--- config.mk ---
export PLATFORM = sky130hd
export DESIGN_NAME = dmem_ctrl
export DESIGN_NICKNAME = d
export VERILOG_FILES = /design/src/rtl/dmem_ctrl.sv
export SDC_FILE = /design/constraint.sdc
export NUM_CORES = 2
export LEC_CHECK = 0
export CAP_MARGIN = 20
export CORE_MARGIN = 1
export CORE_UTILIZATION = 40
export CTS_CLUSTER_SIZE = 16
export DETAILED_ROUTE_END_ITERATION = 6
export SKIP_CTS_REPAIR_TIMING = 1
export SYNTH_ARGS = -nofsm -noshare
export SYNTH_HDL_FRONTEND = slang
export SYNTH_SLANG_ARGS = --single-unit
--- constraint.sdc ---
create_clock -name Clk -period 6.4 [get_ports Clk]
set_input_delay 1.28 -clock Clk [delete_from_list [all_inputs] [get_ports Clk]]
set_output_delay 1.28 -clock Clk [all_outputs]
set_load 0.05 [all_outputs]
--- src/rtl/dmem_ctrl.sv ---
// Data-memory controller: host LOAD stream, core RUN window, host DUMP stream.
// Optional DMEM_ERR_EN adds a sticky out-of-range access flag (err).
module dmem_ctrl #(
   parameter int WIDTH = 8,
   parameter int DEPTH = 256
) (
   input  logic             Clk,
   input  logic             Rst,
   input  logic             start,
   input  logic [WIDTH:0]   load_len,
   input  logic [WIDTH-1:0] dump_base,
   input  logic [WIDTH:0]   dump_len,
   input  logic [WIDTH-1:0] hst_in_data,
   input  logic             hst_in_valid,
   output logic             hst_in_ready,
   output logic [WIDTH-1:0] hst_out_data,
   output logic             hst_out_valid,
   input  logic             hst_out_ready,
   output logic             core_run,
   input  logic             core_done,
   input  logic [WIDTH-1:0] DRAM_addr,
   input  logic [WIDTH-1:0] DRAM_dataOut,
   input  logic             memREAD,
   input  logic             memWRITE,
   output logic [WIDTH-1:0] DRAM_dataIn,
   output logic             busy,
`ifdef DMEM_ERR_EN
   output logic             err,
`endif
   output logic             done
);

   localparam int AW = (DEPTH > 1) ? $clog2(DEPTH) : 1;
   localparam logic [WIDTH:0] DEPTH_W = (WIDTH+1)'(DEPTH);

   typedef enum logic [1:0] {S_IDLE, S_LOAD, S_RUN, S_DUMP} state_t;
   state_t state, state_next;

   logic [WIDTH-1:0] mem [DEPTH];

   logic [WIDTH:0]   load_len_q, dump_len_q, wptr, cnt;
   logic [WIDTH-1:0] dump_base_q, rptr, rd_data, out_data;
   logic             out_valid, done_q, done_next;
   logic             in_fire, last_in, out_fire, fetch;
   logic             core_in_range, rptr_in_range, core_wr, core_rd, skip_dump;

   // Handshake: a beat transfers on a rising edge where valid and ready are both high;
   // the sender holds data stable while valid is high and ready is low.
   assign in_fire       = (state == S_LOAD) && hst_in_valid;
   assign last_in       = in_fire && (wptr == load_len_q - (WIDTH+1)'(1));
   assign out_fire      = out_valid && hst_out_ready;
   assign fetch         = (state == S_DUMP) && (cnt != '0) && (!out_valid || hst_out_ready);
   assign core_in_range = ({1'b0, DRAM_addr} < DEPTH_W);
   assign rptr_in_range = ({1'b0, rptr} < DEPTH_W);
   assign core_wr       = (state == S_RUN) && memWRITE && core_in_range;
   assign core_rd       = (state == S_RUN) && memREAD;

`ifdef DMEM_ERR_EN
   logic err_q, err_now;
   assign err_now   = ((state == S_RUN) && (memREAD || memWRITE) && !core_in_range) ||
                      (fetch && !rptr_in_range);
   assign skip_dump = err_q || err_now;
   assign err       = err_q;
`else
   assign skip_dump = 1'b0;
`endif

   always_ff @(posedge Clk) begin
      if (Rst) state <= S_IDLE;
      else     state <= state_next;
   end

   always_comb begin
      state_next = state;
      done_next  = 1'b0;
      case (state)
         S_IDLE: if (start) state_next = (load_len == '0) ? S_RUN : S_LOAD;
         S_LOAD: if (last_in) state_next = S_RUN;
         S_RUN: begin
            if (core_done) begin
               if ((dump_len_q == '0) || skip_dump) begin
                  state_next = S_IDLE;
                  done_next  = 1'b1;
               end else begin
                  state_next = S_DUMP;
               end
            end
         end
         S_DUMP: begin
            if (out_fire && (cnt == '0)) begin
               state_next = S_IDLE;
               done_next  = 1'b1;
            end
         end
         default: state_next = S_IDLE;
      endcase
   end

   // RAM contents deliberately survive reset.
   always_ff @(posedge Clk) begin
      if (!Rst) begin
         if (in_fire)      mem[wptr[AW-1:0]]      <= hst_in_data;
         else if (core_wr) mem[DRAM_addr[AW-1:0]] <= DRAM_dataOut;
      end
   end

   always_ff @(posedge Clk) begin
      if (Rst) begin
         load_len_q  <= '0;
         dump_len_q  <= '0;
         dump_base_q <= '0;
         wptr        <= '0;
         rptr        <= '0;
         cnt         <= '0;
         rd_data     <= '0;
         out_data    <= '0;
         out_valid   <= 1'b0;
         done_q      <= 1'b0;
`ifdef DMEM_ERR_EN
         err_q       <= 1'b0;
`endif
      end else begin
         done_q <= done_next;
         if ((state == S_IDLE) && start) begin
            load_len_q  <= load_len;
            dump_base_q <= dump_base;
            dump_len_q  <= dump_len;
            wptr        <= '0;
         end
         if (in_fire) wptr <= wptr + (WIDTH+1)'(1);
         // Read-before-write: the registered read sees the pre-edge RAM word.
         if (core_rd) rd_data <= core_in_range ? mem[DRAM_addr[AW-1:0]] : '0;
         if ((state == S_RUN) && (state_next == S_DUMP)) begin
            rptr      <= dump_base_q;
            cnt       <= dump_len_q;
            out_valid <= 1'b0;
         end
         // Output register doubles as the prefetch stage for 1 beat/cycle.
         if (fetch) begin
            out_data  <= rptr_in_range ? mem[rptr[AW-1:0]] : '0;
            out_valid <= 1'b1;
            rptr      <= rptr + WIDTH'(1);
            cnt       <= cnt - (WIDTH+1)'(1);
         end else if (out_fire) begin
            out_valid <= 1'b0;
         end
`ifdef DMEM_ERR_EN
         if ((state == S_IDLE) && start) err_q <= 1'b0;
         else if (err_now)               err_q <= 1'b1;
`endif
      end
   end

   assign hst_in_ready  = (state == S_LOAD);
   assign core_run      = (state == S_RUN);
   assign busy          = (state != S_IDLE);
   assign done          = done_q;
   assign hst_out_valid = out_valid;
   assign hst_out_data  = out_data;
   assign DRAM_dataIn   = rd_data;

endmodule

### After elaboration in Yosys (flattened, before gate mapping)

Memories as Yosys holds them, arrays and structs flattened. A register that Yosys moved wholly into a read port is not among the register bits.
Cells that the tools add are included.

| storage, ports and cells | value |
|---|---|
| RAM bits | 2048 |
| output and inout port bits | 21 |
| logic and storage cells | 71 |
| memories kept | 1 |
| bits in registers | 56 |
| bits of input ports | 58 |
| latch bits | 0 |
| bits in read-only memories | 0 |

Memory list:

| memory | depth | width | rd ports | clocked after memory_dff | wr ports | RTL line | text |
|---|---|---|---|---|---|---|---|
| mem | 256 | 8 | 2 | 2 | 1 | 39 | `logic [WIDTH-1:0] mem [DEPTH];` |

| operators by class | value |
|---|---|
| $add $sub $neg | 4 |
| multiplexer cells | 30 |
| eq/ne operators | 5 |
| divide/modulo/power cells | 0 |
| shift-type cells | 0 |
| reduce and logical (&&, ||, !) cells | 22 |
| order comparisons | 0 |
| $mul | 0 |
| bitwise gates (word level) | 0 |

Operators with widths:

| cell | number |
|---|---|
| 9-bit 2-to-1 mux | 4 |
| 8-bit 2-to-1 mux | 4 |
| 9-bit logical NOT | 3 |
| 9-bit by 1-bit subtractor with 9-bit output (second input constant) | 2 |
| 1-bit 2-to-1 mux | 14 |
| 2-bit 2-to-1 mux | 6 |
| 1-bit logical AND | 10 |
| 9-bit by 1-bit adder with 9-bit output (second input constant) | 1 |
| 9-bit equality test | 1 |
| 9-bit nonzero test | 1 |
| 8-bit by 1-bit adder with 8-bit output (second input constant) | 1 |
| 2-bit one-hot mux with 4 select lines | 1 |
| 8-bit OR reduction | 1 |
| 2-bit equality test (second input constant) | 3 |
| 2-bit nonzero test | 3 |
| 3-bit nonzero test | 1 |
| 2-bit by 1-bit equality test with 1-bit output (second input constant) | 1 |
| 2-bit logical NOT | 1 |
| 1-bit one-hot mux with 2 select lines | 1 |
| 1-bit logical NOT | 1 |
| 1-bit logical OR | 1 |

### Logic depth before layout (Yosys ltp)

| depth | value |
|---|---|
| depth after elaboration | 10 |
| mapped depth | 12 |
| depth with buffers taken out | 9 |

### Least setup slack after synthesis

OpenSTA, ideal clock, no wires.

| timing path | value |
|---|---|
| path type | input to register |
| start point | in Rst |
| end point | mem mem[0][0] (data pin) |
| path slack | 1.789 ns |
| arrival | 4.056 ns |
| buffers on the path | 4 |
| data required time | 5.844 ns |
| stages | 6 |
| setup time | 0.556 ns |
| cells stage by stage | clkbuf_1 and3b_1 clkbuf_1 buf_4 buf_4 mux2_2 |

| between the ends | value |
|---|---|
| longest elaborated chain between the ends | 4 |

Ends and longest elaborated chain:

| what | RTL line | text |
|---|---|---|
| from (decl) | 8 | `input logic Rst,` |
| 1-bit 2-to-1 mux | 101 | `if (!Rst) begin` |
| 1-bit 2-to-1 mux (not written as such) | 103 | `else if (core_wr) mem[DRAM_addr[AW-1:0]] <= DRAM_dataOut;` |
| 8-bit OR reduction (no source line) | - |  |
| 8-bit 2-to-1 mux (no source line) | - |  |
| to (decl) | 39 |  |

No other way between the ends.

==> reports/metrics.cfg <==
[routing]
ant_nets = 0
drtIter0Drc = 9709
vias = 63100
wl_per_cell_um = 37.87
dr.pass1.iters = 6
wl_mm = 361.2
drc = 0
via_per_inst = 6.615

[power_and_ir_drop]
combPwrFrac_pct = 4.8
seq_power_share_pct = 50.7
p_sw_uw = 6742
power_density_nw_per_um2 = 267.2
swShare_pct = 22.45
clkPwrFrac_pct = 44.5
p_int_uw = 23280
p_leak_uw = 0.03472
peakVddDrop_uv = 297.5
total_power_uw = 30020

[yosys]
synth-adder-area-share_pct = 0.05032
synth-edff-count = 2048
async_flop_share_pct = 0
netlist_area_um2 = 99450
synthMuxAreaShare_pct = 23.24
ys.warnings.count = 0
synth_top_cell_by_area = edfxtp_1
synthSimpleGateAreaFrac_pct = 4.976
synth-compound-area-share_pct = 5.805
syn_inst = 5883
synth_seq_area_share_pct = 63.29
syn_nets = 5945
syn_area_per_cell_um2 = 16.91
synthXorXnorAreaFrac_pct = 0.09687
yosys_most_used_dff = edfxtp_1
synth_top_area_share_pct = 61.84
synth_top_family_by_area = multiplexers
synth_cell_types = 68
synthTopCellsByArea = edfxtp_1 (62%), mux4_2 (17%), mux2i_1 (6.1%)
synth_seq_cells = 2120

[timing]
final_max_slew_viol_count = 0
fmax_mhz = 201.1
setup-violations-final = 0
tightestPinTransition_ns = 1.273
finalSetupTns_ns = 0
rsz0062_at_grt = false
final-hold-violation-count = 0
slew_headroom_pct = 15.13
finalCritPeriodShare_pct = 77.69
period_needed_ns = 4.972
clock-skew-final_ns = 0.04546

[finish]
area_growth_pct = 12.97
final_common_cell = edfxtp_1
layout_common_cells = edfxtp_1 (2048), mux4_2 (751), mux2i_1 (607)
post-route-util_pct = 45.56
fillers = 21030
drive_gt1_share_pct = 22.88
layout.nets = 6080

[clock_network]
clkSlewWorstSetupHoldPaths_ns = 0.06
cts_buffer_depth = 3
cts-htree-levels = 4
cts_root_buf = clkbuf_16
cts_made_buffers = 226
tritoncts = done
cts_sinks = 2120
clk_latency_ns = 0.91

[floorplan]
die_height_um = 500.6
die_area_um2 = 250600
floorplan.initialDensity_pct = 40.33
core_um2 = 246600
die_x_um = 500.6
io_pins = 79
rows = 182

[grt]
antenna_found_initial = 23
grt_pass1_vias = 61180
grt_max_degree = 136
grt_remaining_overflow = 0
grt_pass1_wl_mm = 496.9
grt_usage_pct = 28.55

[place]
place.gp.congestion = 0.9978
dp_hpwl_mm = 248.2
portBuffers = 78

[setup_path]
crit_path_max_fanout = 56
critPathLaunchType = flop
slowest_delay_ns = 1.00
worst-setup-path-type = reg -> reg
worstSetupEndpointType = flop
worst_path_max_delay_cell = a211oi_1
worstPathRequired_ns = 7.24
crit_arrival_ns = 5.82
crit_chain = nor2_4 -> buf_4 -> nand2_1 -> o22ai_1 -> nor3_1 -> nand4_1 -> a211oi_1 -> a211o_1
path_delay_family = simple AND/OR/NAND/NOR gates
critPathBufInv = 1

[run_status]
status = finished clean

[min_path]
worstHoldPathType = reg -> reg

[run]
maxCapViolCount = 0

flip-flops by register name, indices dropped and copies added (netlist names):
signal         count
mem             2048
cnt                9
dump_len_q         9
load_len_q         9
wptr               9
DRAM_dataIn        8
dump_base_q        8
hst_out_data       8
rptr               8
state              2
done               1
hst_out_valid      1
through the flow:
| step | std cells | worst slack [ns] | cell area [um^2] | hold WS (ns) |
|---|---|---|---|---|
| after floorplan | 5883 | 1.789 | 99450 | 0.4288 |
| after global placement | 9098 | 1.129 | 104800 | 0.4420 |
| after detailed placement | 9099 | 1.099 | 104800 | 0.4504 |
| after CTS | 9523 | 1.761 | 112300 | 0.4588 |
| after global routing | 9532 | 1.632 | 112300 | 0.4756 |
| final | 9540 | 1.428 | 112400 | 0.4567 |
area by class of cell:
class,instances,area [um^2],area share [%]
flip-flops and latches,2120,62950,56.03
inverters,16,61.31,0.05457
clock buffers,273,5852,5.209
well taps,3312,4144,3.688
repair buffers,364,3431,3.054
clock inverters,151,1598,1.422
diodes,14,35.03,0.03118
multi-input cells,3290,34280,30.51
worst min-delay path, cell delays in order, from the launching register on:
cell,delay (ns)
dfxtp_1,0.31
nand2_1,0.05
a21oi_1,0.05
cell usage after synthesis (all sizes together), types with 12 or more instances:
cell and count:
dfxtp 72, buf 299, and3 21, a22o 23, nor2b 17, a21oi 130
mux2i 607, a221oi 26, mux4 751, o221ai 98, nand3 88, a31oi 23
nor3 118, or3 20, edfxtp 2048, nand4 36, nor2 377, a22oi 172
clkbuf 158, inv 15, nand2b 12, nor4 34, nand2 276, o21ai 97
o22ai 160, a211oi 29
per-layer routing:
metal	vias to the layer above	wire (um)	track usage, %
li1	24870	-	-
met1	33320	137200	38.59
met2	4148	163400	43.28
met3	760	40230	6.726
met4	6	20360	14.06
met5	-	46	0
power groups by stage:
stage               sequential (uW)  clock (uW)  combinational [uW]
floorplan                     15500           0                 791
global placement              15500           0                1400
detailed placement            15500           0                1410
CTS                           15200       13400                1410
global route                  15200       13900                1480
finish                        15200       13400                1440
cells by family (layout without fill, tap and decap cells):
logic type	count (synthesis)	in the layout
xor gates and xnor gates	11	11
and+or+nand+nor	1067	1067
buffers and inverters	473	804
other	0	14
DFF	2120	2120
AOI/OAI and AO/OA	839	839
muxes	1369	1369
adders and majority gates	4	4
path summary, 6_finish.rpt:
path,endpoint,start,cells past startpoint,slack (ns)
worst max register to register,hst_out_data[1],rptr[4],8,1.43
worst min-delay path,dump_base_q[4],dump_base_q[4],2,0.46
worst max-delay path,hst_out_data[1],rptr[4],8,1.43
worst min register to register,dump_base_q[4],dump_base_q[4],2,0.46
Note: power is estimated with default switching activity, not from simulation.
